===== src/rtl/xcache_bank_port_arb.sv =====
// rtl/xcache_bank_port_arb.sv - round-robin arbiter sharing one xcache bank port among CORES requesters
// Optional XCACHE_ARB_LOCK_EN adds core_lock and a LOCKED state for atomic read-modify-write.
module xcache_bank_port_arb #(
    parameter int CORES  = 4,
    parameter int AW     = 29,
    parameter int DW     = 32,
    parameter int RD_LAT = 1
) (
    input  logic                  clk,
    input  logic                  rst,
    input  logic [CORES-1:0]      core_req,
    input  logic [CORES-1:0]      core_we,
    input  logic [CORES*AW-1:0]   core_addr,
    input  logic [CORES*DW-1:0]   core_wdata,
    input  logic [CORES*DW/8-1:0] core_be,
`ifdef XCACHE_ARB_LOCK_EN
    input  logic [CORES-1:0]      core_lock,
`endif
    output logic [CORES-1:0]      core_gnt,
    output logic [CORES-1:0]      core_rvalid,
    output logic [DW-1:0]         core_rdata,
    output logic                  mem_en,
    output logic                  mem_we,
    output logic [AW-1:0]         mem_addr,
    output logic [DW-1:0]         mem_wdata,
    output logic [DW/8-1:0]       mem_be,
    input  logic [DW-1:0]         mem_rdata,
    output logic                  busy
);

    localparam int BW = DW / 8;
    localparam int PW = (CORES > 1) ? $clog2(CORES) : 1;

    localparam logic [0:0] ST_ARB    = 1'b0;
    localparam logic [0:0] ST_LOCKED = 1'b1;

    logic [0:0]       state;
    logic [PW-1:0]    rr_ptr;
    logic [CORES-1:0] elig;
    logic             gnt_any;
    logic [PW-1:0]    gnt_idx;
    logic [PW-1:0]    nxt_ptr;
    logic [CORES-1:0] gnt_vec;

    logic [RD_LAT:0]  vld;
    logic [PW-1:0]    rid [RD_LAT:0];

`ifdef XCACHE_ARB_LOCK_EN
    logic [PW-1:0]    owner;
`endif

    // While locked only the owner is eligible; otherwise every requester is.
    always_comb begin
        elig = core_req;
`ifdef XCACHE_ARB_LOCK_EN
        if (state == ST_LOCKED) begin
            elig        = '0;
            elig[owner] = core_req[owner];
        end
`endif
    end

    always_comb begin
        gnt_any = 1'b0;
        gnt_idx = '0;
        for (int i = 0; i < CORES; i++) begin
            int c;
            c = int'(rr_ptr) + i;
            if (c >= CORES) c = c - CORES;
            if (!gnt_any && elig[c]) begin
                gnt_any = 1'b1;
                gnt_idx = PW'(c);
            end
        end
    end

    always_comb begin
        gnt_vec          = '0;
        gnt_vec[gnt_idx] = gnt_any;
        nxt_ptr          = (int'(gnt_idx) == CORES - 1) ? '0 : gnt_idx + 1'b1;
    end

    assign core_gnt = rst ? '0 : gnt_vec;

    always_ff @(posedge clk or posedge rst) begin
        if (rst) begin
            state     <= ST_ARB;
            rr_ptr    <= '0;
            mem_en    <= 1'b0;
            mem_we    <= 1'b0;
            mem_addr  <= '0;
            mem_wdata <= '0;
            mem_be    <= '0;
            vld       <= '0;
            for (int i = 0; i <= RD_LAT; i++) rid[i] <= '0;
`ifdef XCACHE_ARB_LOCK_EN
            owner     <= '0;
`endif
        end else begin
            mem_en <= gnt_any;
            if (gnt_any) begin
                mem_we    <= core_we[gnt_idx];
                mem_addr  <= core_addr[int'(gnt_idx)*AW +: AW];
                mem_wdata <= core_wdata[int'(gnt_idx)*DW +: DW];
                mem_be    <= core_be[int'(gnt_idx)*BW +: BW];
                rr_ptr    <= nxt_ptr;
`ifdef XCACHE_ARB_LOCK_EN
                owner     <= gnt_idx;
                state     <= core_lock[gnt_idx] ? ST_LOCKED : ST_ARB;
`endif
            end
            // Owner pipe: stage RD_LAT lines up with mem_rdata for that read.
            vld    <= {vld[RD_LAT-1:0], gnt_any & ~core_we[gnt_idx]};
            rid[0] <= gnt_idx;
            for (int i = 1; i <= RD_LAT; i++) rid[i] <= rid[i-1];
        end
    end

    assign core_rvalid = vld[RD_LAT] ? (CORES'(1) << rid[RD_LAT]) : '0;
    assign core_rdata  = vld[RD_LAT] ? mem_rdata : '0;
    assign busy        = (|vld) || (state == ST_LOCKED);

endmodule

===== config.mk =====
export PLATFORM = sky130hd
export DESIGN_NAME = xcache_bank_port_arb
export DESIGN_NICKNAME = d
export VERILOG_FILES = /design/src/rtl/xcache_bank_port_arb.sv
export SDC_FILE = /design/constraint.sdc
export NUM_CORES = 1
export LEC_CHECK = 0
export BUFFER_PORTS_ARGS = -buffer_cell sky130_fd_sc_hd__buf_2
export CORE_AREA = 2 2 160 162
export CTS_BUF_LIST = sky130_fd_sc_hd__clkbuf_16
export CTS_CLUSTER_DIAMETER = 120
export CTS_CLUSTER_SIZE = 16
export DETAILED_ROUTE_END_ITERATION = 10
export DIE_AREA = 0 0 162 164
export SLEW_MARGIN = 20
export SYNTH_ARGS = -nofsm -noshare
export SYNTH_HDL_FRONTEND = slang
export SYNTH_SLANG_ARGS = --single-unit

===== constraint.sdc =====
create_clock -name clk -period 2.65 [get_ports clk]
set_input_delay 0.1325 -clock clk [delete_from_list [all_inputs] [get_ports clk]]
set_output_delay 0.1325 -clock clk [all_outputs]
set_load 0.005 [all_outputs]

* After elaboration in Yosys (flattened, before gate mapping)
Cells that the tools add are included.
** Word-level totals
- Bits in registers :: 75
- Output and inout port bits :: 108
** Cells by class
- Add/subtract/negate cells :: 8
- Multiply operators :: 1
- Order comparisons :: 10
- Eq/ne operators :: 1
- Shift-type cells :: 4
- Mux-type cells :: 32
- Bitwise logic cells :: 3
- Reductions and logical operators :: 9
** Operators by type and width (number)
- $mux 32 :: 5
- $lt 32x4->1 const B :: 4
- $shiftx 128x8->32 :: 1
- $shiftx 116x8->29 :: 1
- $shiftx 16x5->4 :: 1
- $mux 1 :: 14
- $sub 3x3->4 const B :: 3
- $bmux 1 s2 :: 5
- $mux 2 :: 5
- $ge 3x3->1 const B :: 3
- $mux 4 :: 2
- $mul 2x5->7 const B :: 1
- $add 2x2->3 const B :: 2
- $and 4x4->4 :: 1
- $logic_and 1x1->1 :: 4
- $shl 1x2->4 const A :: 1
- $sub 2x3->4 const B :: 1
- $add 2x1->3 const B :: 1
- $ge 2x3->1 const B :: 1
- $logic_not 1->1 :: 3
- $lt 2x3->1 const B :: 1
- $add 2x1->2 const B :: 1
- $demux 1 s2 :: 1
- $eq 2x1->1 const B :: 1
- 5 further kinds :: 5

* Logic depth before layout (Yosys ltp)
Gate-level depths: netlist of the first run.
- Depth in word-level cells :: 21
- Mapped depth :: 10
- Mapped depth without buffers :: 7

* Worst setup path after synthesis of the first run
No wires, ideal clock.
- Path type :: input to output
- Start :: in rst
- End :: out core_gnt[2]
- Arrival :: 2.136 ns
- Required time :: 2.518 ns
- Slack :: 0.382 ns
- Stages :: 2
- Path buffers :: 0
- Cells stage by stage :: inv_1 > and4_1
** On the way
- Word-level cells in the longest chain between the ends :: 1
** RTL lines
- start: declaration :: RTL line 10 : input logic rst,
- $mux 4 :: RTL line 83 : assign core_gnt = rst ? '0 : gnt_vec;
- end: declaration :: RTL line 19 : output logic [CORES-1:0] core_gnt,
Every way passes these cells.

* Worst setup path in the final report of the first run
- Start :: reg rr_ptr[0]
- End :: out core_gnt[3]
** On the way
- Word-level cells in the longest chain between the ends :: 21
- Elaborated cells between the ends (all ways) :: 48
** RTL lines
- start: declaration :: RTL line 38 : logic [PW-1:0] rr_ptr;
- start signal: assignment :: RTL line 106 : rr_ptr <= nxt_ptr;
- branches (longest 19 deep; another with $sub 3x3->4)
- $and 4x4->4 (no source line) (*)
- $mux 4 (*) :: RTL line 83
Mark *: on every way between the ends. The select of a mux whose other input is x is not followed.

==> qor.csv, run 1 <==
stage,metric,value,unit
floorplanning,row cnt,58,
run,max-cap violation count,0,
timing,Fin. Hold Viols,0,
setup_path,CP Cell Sequence,nor2b_1 -> o21ba_1 -> a211o_4 -> buf_12 -> inv_2 -> ha_1 -> and3_1 -> buf_2,
finish,fin nets,1145,
detailed_routing,# DRC,0,
setup_path,"Data arrival, critical path",2.16,ns
synth,Synth warnings,1,
clock_network,CTS root buf,clkbuf_16,
setup_path,Setup crit start kind,flop,
setup_path,crit end category,output pin,
setup_path,R2R cell count,7,
timing,worst-margin pin slew,0.814,ns
global_route,initial antenna violation count,1,
timing,Worst Skew,0.00792,ns
finish,post-route cell area,7730,um2
synth,Post-Syn Area,5100,um2
clock_network,CTS HTree Levels,3,
detailed_routing,via count,5064,
detailed_routing,post-route ant nets,0,
place,placed cell count,1160,
place,RePlAce Congestion,0.769,
finish,Non-Filler Instances,1177,
worst_hold_path,Hold/Removal Path Class,in -> reg,
run_status,status,finished clean,
power_and_ir_drop,total power,7.05,mW
finish,fillcell total,2637,
setup_path,Crit-path slowest cell,dfrtp_1,
timing,hold slack,0.130,ns
detailed_routing,number of DRC markers in iteration 0,186,
setup_path,Worst EP required,2.52,ns
floorplanning,I/O Pins,410,
setup_path,worst-path fanout max,34,
synth,xor/xnor share of the synthesized area,0,
floorplanning,Die Height,164,um
finish,"Area growth, synth to finish",51.6,%
place,port buffer count,408,
power_and_ir_drop,VDD IR max,398,uV
clock_network,Worst-Skew Late Latency,0.33,ns
synth,simple-gate share of the synthesized area,0.118,
synth,fraction of synthesized area in multiplexers,0.255,
power_and_ir_drop,P per Cell Area,911,nW/um2
detailed_routing,average wire per standard cell,15.6,um
worst_hold_path,hold path depth,3,
synth,Synth cell types,33,
synth,Syn Inst Count,450,
global_route,vias in the first global route,5074,
clock_network,clock buffer depth,2,
place,Place WS,0.598,ns
detailed_routing,Total Wirelength,18300,um
power_and_ir_drop,Pleak,4.06,nW
synth,register bit total from synthesis,75,
clock_network,postcts setup bufs,0,
finish,share of layout cells above drive strength 1,0.593,
timing,Period minus WS final,2.30,ns
clock_network,clock-pin slew of the registers on the worst-case setup and hold paths,0.07,ns
timing,Fin Setup TNS,0,ns
setup_path,kind of critical path,reg -> out,
synth,largest family of logic cells by synthesized area,multiplexers,
finish,final core occ,0.312,
timing,max_slew headroom,0.457,
global_route,Tot GR Track Use,0.129,
synth,compound-gate portion of the synthesized area,0.199,
clock_network,CTS Sinks,75,
timing,Max Clk Rate,0.436,GHz
detailed_routing,Vias/cell,4.30,
finish,Antenna diodes,0,
clock_network,CTS tree,done,
global_route,first-pass GRT wire length,26900,um
detailed_routing,M1 wire length,7270,um
detailed_routing,Met3 Wirelength,1500,um
detailed_routing,metal2 WL,9330,um
synth,post-synthesis adder-cell area fraction,0.00245,
global_route,pin count of the biggest net entering global routing,66,
floorplanning,initial core utilization,0.206,
timing,RSZ-0062 raised after global routing,false,
timing,final worst setup slack,0.355,ns
synth,syn avg cell area,11.3,um2
floorplanning,Die Area,26600,um2
global_route,remaining global-route overflow,0,
finish,"commonest non-fill, non-tap cells in the layout","buf_2 (408), mux2i_1 (130), dfrtp_1 (75)",
finish,"most common cell after layout, fill and taps aside",buf_2,
timing,final max-slew violation count,0,
floorplanning,Core Box Area,24800,um2
setup_path,Max stage delay on crit path,0.40,ns
synth,sequential fraction of the synthesis area,0.368,
detailed_routing,total iterations of the first detailed-routing run,4,
place,HPWL Detailed,14300,um
place,Post-DP Area,7460,um2
floorplanning,Die Wd,162,um
synth,Post-Syn Nets,753,
clock_network,TritonCTS Buffers,9,
detailed_routing,Top Metal Used,met5,
timing,crit share post-route,0.866,
timing,final setup fails,0,
-- final cells by class --
type	count	area, um2	share of cell area
Tap cell	330	413	0.0534
Multi-Input combinational cell	329	2950	0.381
Clock buffer	9	225	0.0291
Sequential cell	75	1880	0.243
Clock inverter	7	42.5	0.00550
Timing Repair Buffer	422	2210	0.286
Inverter	5	20.0	0.00259
-- worst max-delay path, delay by kind of cell (launching register included) --
| kind | cells | cell delay, ns |
|---|---|---|
| and+or+nand+nor | 2 | 0.35 |
| AOI/OAI and AO/OA | 2 | 0.43 |
| adders and majority gates | 1 | 0.19 |
| DFF | 1 | 0.40 |
| buffers and inverters | 3 | 0.46 |
-- cells in the mapped netlist (all sizes together) --
master,n,share of area
mux2i,130,0.25
dfrtp,75,0.37
nor2,69,0.052
a221oi,65,0.18
and2,34,0.042
buf,31,0.046
clkbuf,10,0.0074
nand2,6,0.0044
inv,5,0.0037
nor2b,3,0.0037
nor4,3,0.0066
a211o,2,0.0034
a21boi,2,0.0029
and3,2,0.0025
a2111oi,1,0.0029
a211oi,1,0.0015
a21o,1,0.0015
and3b,1,0.0017
and4,1,0.0017
conb,1,0.00073
ha,1,0.0025
nor3,1,0.00098
nor3b,1,0.0015
o21ba,1,0.0020
o21bai,1,0.0015
o31ai,1,0.0015
or2,1,0.0012
-- routing by layer --
| metal | global-route usage | vias up |
|---|---|---|
| li1 | - | 2468 |
| met1 | 0.148 | 2335 |
| met2 | 0.238 | 243 |
| met3 | 0.0348 | 16 |
| met4 | 0.0318 | 2 |
| met5 | 0 | - |
-- power by group --
part	total, mW	switching, mW	internal, mW
logic	3.81	1.90	1.90
registers	2.09	0.379	1.71
clock network	1.15	0.517	0.630
total	7.05	2.80	4.25
-- worst paths after layout --
check	slack, ns	from	end
min in group asynchronous	0.52	rst	rr_ptr[1]
setup / recovery	0.35	rr_ptr[0]	core_gnt[3]
hold / removal	0.13	core_wdata[121]	mem_wdata[25]
setup reg to reg	0.59	rr_ptr[0]	mem_wdata[1]
hold reg to reg	0.35	rid[1]	rid[3]
max in group asynchronous	1.74	rst	mem_wdata[8]
-- cells by family (layout without fill, tap and decap cells) --
family                     count (synthesis)  count (layout)
adders and majority gates                  1               1
buffers and inverters                     46             443
DFF                                       75              75
AOI/OAI and AO/OA                         75              75
muxes                                    130             130
other                                      1               1
and+or+nand+nor                          122             122
-- registers in the layout, summed over array words and instances (netlist names) --
| register | cells |
|---|---|
| mem_en | 1 |
| vld | 2 |
| rid | 4 |
| mem_wdata | 32 |
| mem_addr | 29 |
| rr_ptr | 2 |
| mem_we | 1 |
| mem_be | 4 |
-- what timing repair did --
action                                  4_1_cts  5_1_grt
hold buffers                                  1        0
endpoints found under the setup margin        0        0
hold endpoints to repair                     49        0
gates resized for setup                       0        0
Power figures use the tool's default switching activity.
==> run 2, diff against run 1 <==
--- a/config.mk
+++ b/config.mk
@@ -6,12 +6,12 @@
 export NUM_CORES = 1
 export LEC_CHECK = 0
 export BUFFER_PORTS_ARGS = -buffer_cell sky130_fd_sc_hd__buf_2
-export CORE_AREA = 2 2 160 162
+export CORE_AREA = 2 2 159 161
 export CTS_BUF_LIST = sky130_fd_sc_hd__clkbuf_16
 export CTS_CLUSTER_DIAMETER = 120
 export CTS_CLUSTER_SIZE = 16
 export DETAILED_ROUTE_END_ITERATION = 10
-export DIE_AREA = 0 0 162 164
+export DIE_AREA = 0 0 161 163
 export SLEW_MARGIN = 20
 export SYNTH_ARGS = -nofsm -noshare
 export SYNTH_HDL_FRONTEND = slang
==> constraint.sdc (replaced) <==
create_clock -name clk -period 2.9 [get_ports clk]
set_input_delay 0.145 -clock clk [delete_from_list [all_inputs] [get_ports clk]]
set_output_delay 0.145 -clock clk [all_outputs]
set_load 0.005 [all_outputs]
==> run 2 against run 1 <==
Design area about the same. Largest cell class unchanged. Critical endpoint is now core_gnt[1]. Routed wire length is 4.5% higher. Critical path depth shrank 2.
==> qor.csv, run 2 (synthesis results as in run 1) <==
stage,metric,value,unit
clock_network,clock-pin slew of the registers on the worst-case setup and hold paths,0.06,ns
timing,worst-margin pin slew,0.767,ns
finish,Non-Filler Instances,1176,
setup_path,Setup crit start kind,flop,
setup_path,Crit-path slowest cell,a211o_4,
setup_path,r2r startpoint,rr_ptr[0],
power_and_ir_drop,Pleak,4.07,nW
clock_network,CTS Sinks,75,
floorplanning,Core Box Area,24700,um2
global_route,pin count of the biggest net entering global routing,40,
setup_path,kind of critical path,reg -> out,
finish,Largest Register,mem_wdata,
timing,final setup fails,0,
worst_hold_path,worst min-delay path startpoint,core_wdata[57],
timing,Worst Skew,0.00608,ns
detailed_routing,average wire per standard cell,16.3,um
clock_network,clock buffer depth,2,
finish,Largest regs,"mem_wdata x32, mem_addr x29",
finish,max FFs per register,32,
global_route,Tot GR Track Use,0.139,
detailed_routing,Total Wirelength,19100,um
detailed_routing,Vias/cell,4.36,
timing,crit share post-route,0.797,
finish,"Area growth, synth to finish",51.6,%
finish,fillcell total,2582,
clock_network,TritonCTS Buffers,9,
run_status,status,finished clean,
detailed_routing,post-route ant nets,0,
floorplanning,Die Area,26200,um2
floorplanning,row cnt,58,
setup_path,Worst EP required,2.76,ns
global_route,remaining global-route overflow,0,
detailed_routing,total iterations of the first detailed-routing run,4,
finish,final core occ,0.314,
timing,final max-slew violation count,0,
clock_network,CTS resizes,0,
power_and_ir_drop,VDD IR max,313,uV
setup_path,Max stage delay on crit path,0.54,ns
setup_path,worst-path fanout max,32,
run,max-cap violation count,0,
clock_network,postcts setup bufs,0,
floorplanning,Die Height,163,um
worst_hold_path,Hold/Removal Path Class,in -> reg,
clock_network,CTS tree,done,
setup_path,"Data arrival, critical path",2.16,ns
global_route,initial antenna violation count,0,
detailed_routing,# DRC,0,
setup_path,CP Launch Point,rr_ptr[0],
setup_path,Critical R2R Capture,mem_wdata[25],
place,HPWL Detailed,15000,um
setup_path,crit end category,output pin,
place,placed cell count,1160,
clock_network,Worst-Skew Late Latency,0.34,ns
clock_network,CTS HTree Levels,3,
clock_network,Hold Buf Count CTS,1,
timing,Max Clk Rate,0.433,GHz
timing,Fin. Hold Viols,0,
global_route,first-pass GRT wire length,28200,um
floorplanning,I/O Pins,410,
setup_path,CP Cell Sequence,nor2b_1 -> o21ba_1 -> a211o_4 -> buf_4 -> nor4_1 -> buf_2,
floorplanning,Die Wd,161,um
timing,Fin Setup TNS,0,ns
clock_network,CTS root buf,clkbuf_16,
setup_path,r2r setup slk,0.61,ns
timing,Period minus WS final,2.31,ns
detailed_routing,via count,5131,
setup_path,R2R cell count,6,
timing,max_slew headroom,0.488,
place,port buffer count,408,
detailed_routing,number of DRC markers in iteration 0,206,
finish,"most common cell after layout, fill and taps aside",buf_2,
setup_path,CP endpoint,core_gnt[1],
global_route,vias in the first global route,5101,
floorplanning,initial core utilization,0.207,
timing,RSZ-0062 raised after global routing,false,
finish,"commonest non-fill, non-tap cells in the layout","buf_2 (408), mux2i_1 (130), dfrtp_1 (75)",
finish,Antenna diodes,0,
power_and_ir_drop,P per Cell Area,845,nW/um2
place,RePlAce Congestion,0.755,
finish,share of layout cells above drive strength 1,0.592,
finish,fin nets,1145,
[run 2: changes by cell type in the layout (fill, tap and decap cells not counted), sizes merged]
cell	change
clkinv	-2
bufinv	+1
[run 2: final cells by class]
cell class              count  area (um2)  area share
clock buffers               9         225      0.0291
clock inverters             6        58.8     0.00760
inverters                   5        20.0     0.00259
multi-input cells         329        2950       0.381
flip-flops and latches     75        1880       0.243
well taps                 330         413      0.0534
repair buffers            422        2200       0.284
[run 2: per-stage QoR]
stage	hold WS [ns]	worst slack, ns	total power [mW]	instance area (um2)
after global routing	0.140	0.441	7.01	7740
after detailed placement	0.341	0.615	5.49	7440
after global placement	0.327	0.652	5.44	7440
final	0.144	0.590	6.54	7740
after floorplan	0.324	0.607	4.20	5100
after CTS	0.122	0.544	6.67	7740
[run 2: worst max-delay path: cells and delay by family, from the launching register on]
kind                   cells  cell delay, ns
buffers and inverters      2            0.46
flip-flops                 1            0.37
AND/OR/NAND/NOR            2            0.25
AO/OA/AOI/OAI              2            0.73
[run 2: layer usage]
metal,global-route usage,share of wire,vias up
met2,0.251,0.51,259
met3,0.0357,0.075,13
met4,0.0313,0.0095,0
met1,0.165,0.41,2386
li1,-,-,2473
met5,0,0,-
[run 2: how the worst min path moves through the flow]
| stage | to | depth (start not counted) |
|---|---|---|
| 3_5_place_dp | mem_en | 3 |
| 2_1_floorplan | rr_ptr[1] | 3 |
| 4_1_cts | mem_wdata[25] | 3 |
| 6_report | mem_wdata[25] | 3 |
| 5_1_grt | mem_wdata[25] | 3 |
| 3_3_place_gp | mem_we | 3 |
[run 2: report_power, final]
| part | total [mW] | internal, mW | leakage [nW] | switching [mW] |
|---|---|---|---|---|
| clock network | 1.12 | 0.656 | 0.138 | 0.462 |
| logic | 3.51 | 1.73 | 3.08 | 1.78 |
| registers | 1.91 | 1.57 | 0.853 | 0.344 |
==> run 3, diff against run 2 <==
==> constraint.sdc (replaced) <==
create_clock -name clk -period 2 [get_ports clk]
set_input_delay 0.1 -clock clk [delete_from_list [all_inputs] [get_ports clk]]
set_output_delay 0.1 -clock clk [all_outputs]
set_load 0.005 [all_outputs]
==> run 3 against run 2 <==
Sequential power up 41%. Power grew 54%. Routed wire length is 2.4% lower. First-iteration DRC count down 13%. Via count increased by 0.80%. Non-clock buffer count rose by 17. Cell count rose by 1.5%. Critical path type unchanged.
==> qor.csv, run 3 (synthesis results as in run 1) <==
stage,metric,value,unit
setup_path,Critical R2R Capture,mem_be[1],
place,port buffer count,408,
clock_network,clock-pin slew of the registers on the worst-case setup and hold paths,0.06,ns
timing,Worst Skew,0.00783,ns
finish,"commonest non-fill, non-tap cells in the layout","buf_2 (408), mux2i_1 (130), dfrtp_1 (75)",
timing,final worst setup slack,0.0356,ns
place,Place WS,0.0799,ns
global_route,Tot GR Track Use,0.138,
clock_network,Worst-Skew Late Latency,0.34,ns
clock_network,TritonCTS Buffers,9,
global_route,remaining global-route overflow,0,
timing,worst-margin pin slew,0.547,ns
place,placed cell count,1171,
setup_path,r2r setup slk,0.06,ns
setup_path,CP bufs+invs,3,
detailed_routing,average wire per standard cell,15.6,um
setup_path,Setup crit start kind,flop,
detailed_routing,Top Metal Used,met4,
finish,share of layout cells above drive strength 1,0.605,
run_status,status,finished clean,
floorplanning,Core Box Area,24700,um2
power_and_ir_drop,P per Cell Area,1250,nW/um2
detailed_routing,Met3 Wirelength,1330,um
worst_hold_path,Hold/Removal Path Class,in -> reg,
finish,Largest Register,mem_wdata,
clock_network,CTS Sinks,75,
place,RePlAce Congestion,0.858,
finish,Antenna diodes,0,
floorplanning,row cnt,58,
detailed_routing,total iterations of the first detailed-routing run,4,
setup_path,CP Cell Sequence,nor2b_1 -> o21ba_1 -> a211o_4 -> buf_12 -> inv_2 -> ha_4 -> and3_1 -> buf_2,
clock_network,clock buffer depth,2,
detailed_routing,via count,5172,
timing,RSZ-0062 raised after global routing,true,
setup_path,CP endpoint,core_gnt[3],
run,max-cap violation count,0,
finish,Largest regs,"mem_wdata x32, mem_addr x29",
setup_path,"Data arrival, critical path",1.86,ns
setup_path,worst-path fanout max,4,
setup_path,Crit-path slowest cell,dfrtp_1,
timing,final max-slew violation count,0,
finish,"Area growth, synth to finish",57.3,%
setup_path,crit end category,output pin,
timing,max_slew headroom,0.635,
timing,Max Clk Rate,0.509,GHz
setup_path,Max stage delay on crit path,0.38,ns
setup_path,r2r startpoint,rr_ptr[0],
floorplanning,initial core utilization,0.207,
detailed_routing,M1 wire length,7210,um
setup_path,Crit path max-delay family,compound AO/OA/AOI/OAI gates,
finish,"most common cell after layout, fill and taps aside",buf_2,
floorplanning,Die Area,26200,um2
setup_path,Crit. path cell count,8,
global_route,initial antenna violation count,0,
floorplanning,Die Wd,161,um
setup_path,Worst EP required,1.90,ns
detailed_routing,Vias/cell,4.33,
detailed_routing,post-route ant nets,0,
finish,max FFs per register,32,
timing,final setup fails,0,
timing,Fin. Hold Viols,0,
clock_network,CTS tree,done,
setup_path,CP Launch Point,rr_ptr[0],
timing,crit share post-route,0.982,
setup_path,kind of critical path,reg -> out,
power_and_ir_drop,VDD IR max,517,uV
clock_network,CTS HTree Levels,3,
setup_path,R2R cell count,8,
clock_network,CTS root buf,clkbuf_16,
timing,hold slack,0.104,ns
global_route,pin count of the biggest net entering global routing,71,
floorplanning,I/O Pins,410,
detailed_routing,metal2 WL,9830,um
finish,Non-Filler Instances,1194,
detailed_routing,# DRC,0,
place,HPWL Detailed,14600,um
power_and_ir_drop,Pleak,4.20,nW
floorplanning,Die Height,163,um
detailed_routing,number of DRC markers in iteration 0,180,
finish,fin nets,1162,
detailed_routing,Total Wirelength,18700,um
timing,Period minus WS final,1.96,ns
global_route,first-pass GRT wire length,28200,um
global_route,vias in the first global route,5331,
run 3: tightest hold or removal path: stages:
cell,delay (ns)
buf_2,0.09
mux2i_1,0.12
a221oi_1,0.09
run 3: power by group:
| group | switching (mW) | internal, mW |
|---|---|---|
| Clock | 0.689 | 1.09 |
| Combinational | 2.72 | 2.87 |
| Sequential | 0.428 | 2.27 |
| Total | 3.83 | 6.24 |
run 3: worst min-delay path by stage:
stage | from | to | slack [ns] | cells past startpoint
4_1_cts | core_wdata[116] | mem_wdata[20] | 0.08 | 3
6_report | core_wdata[116] | mem_wdata[20] | 0.10 | 3
3_5_place_dp | rst | mem_addr[12] | 0.06 | 2
3_3_place_gp | rst | mem_wdata[28] | 0.06 | 2
5_1_grt | core_wdata[120] | mem_wdata[24] | 0.09 | 3
2_1_floorplan | rst | core_gnt[0] | 0.24 | 1
run 3: metal layers:
layer,global-route usage,vias up
met4,0.0418,0
met1,0.153,2408
met3,0.0326,24
met2,0.260,240
li1,-,2500
met5,0,-
run 3: repair_timing:
item	CTS	global route
pin swaps	1	9
gates cloned	1	0
resized for setup	3	7
buffers inserted	3	2
endpoints found under the hold margin	6	0
hold buffers	1	0
setup endpoints to repair	2	27
run 3: cell type report:
type                       count  area [um2]
clock buffer                   9         225
clock inverter                 7        93.8
fill                        2557       16600
inverter                       5        22.5
multi-input combinational    329        2970
sequential                    75        1880
tap                          330         413
timing repair buffer         439        2420
run 3: metrics by stage:
stage / area, um2 / setup TNS, ns / power, mW / util
6_report: 8030 / 0 / 10.1 / 0.325
5_1_grt: 8030 / -0.122 / 10.8 / 0.325
4_1_cts: 7980 / -0.0212 / 10.2 / 0.323
3_5_place_dp: 7580 / 0 / 8.17 / 0.307
3_3_place_gp: 7580 / 0 / 8.07 / 0.307
2_1_floorplan: 5110 / 0 / 6.09 / -
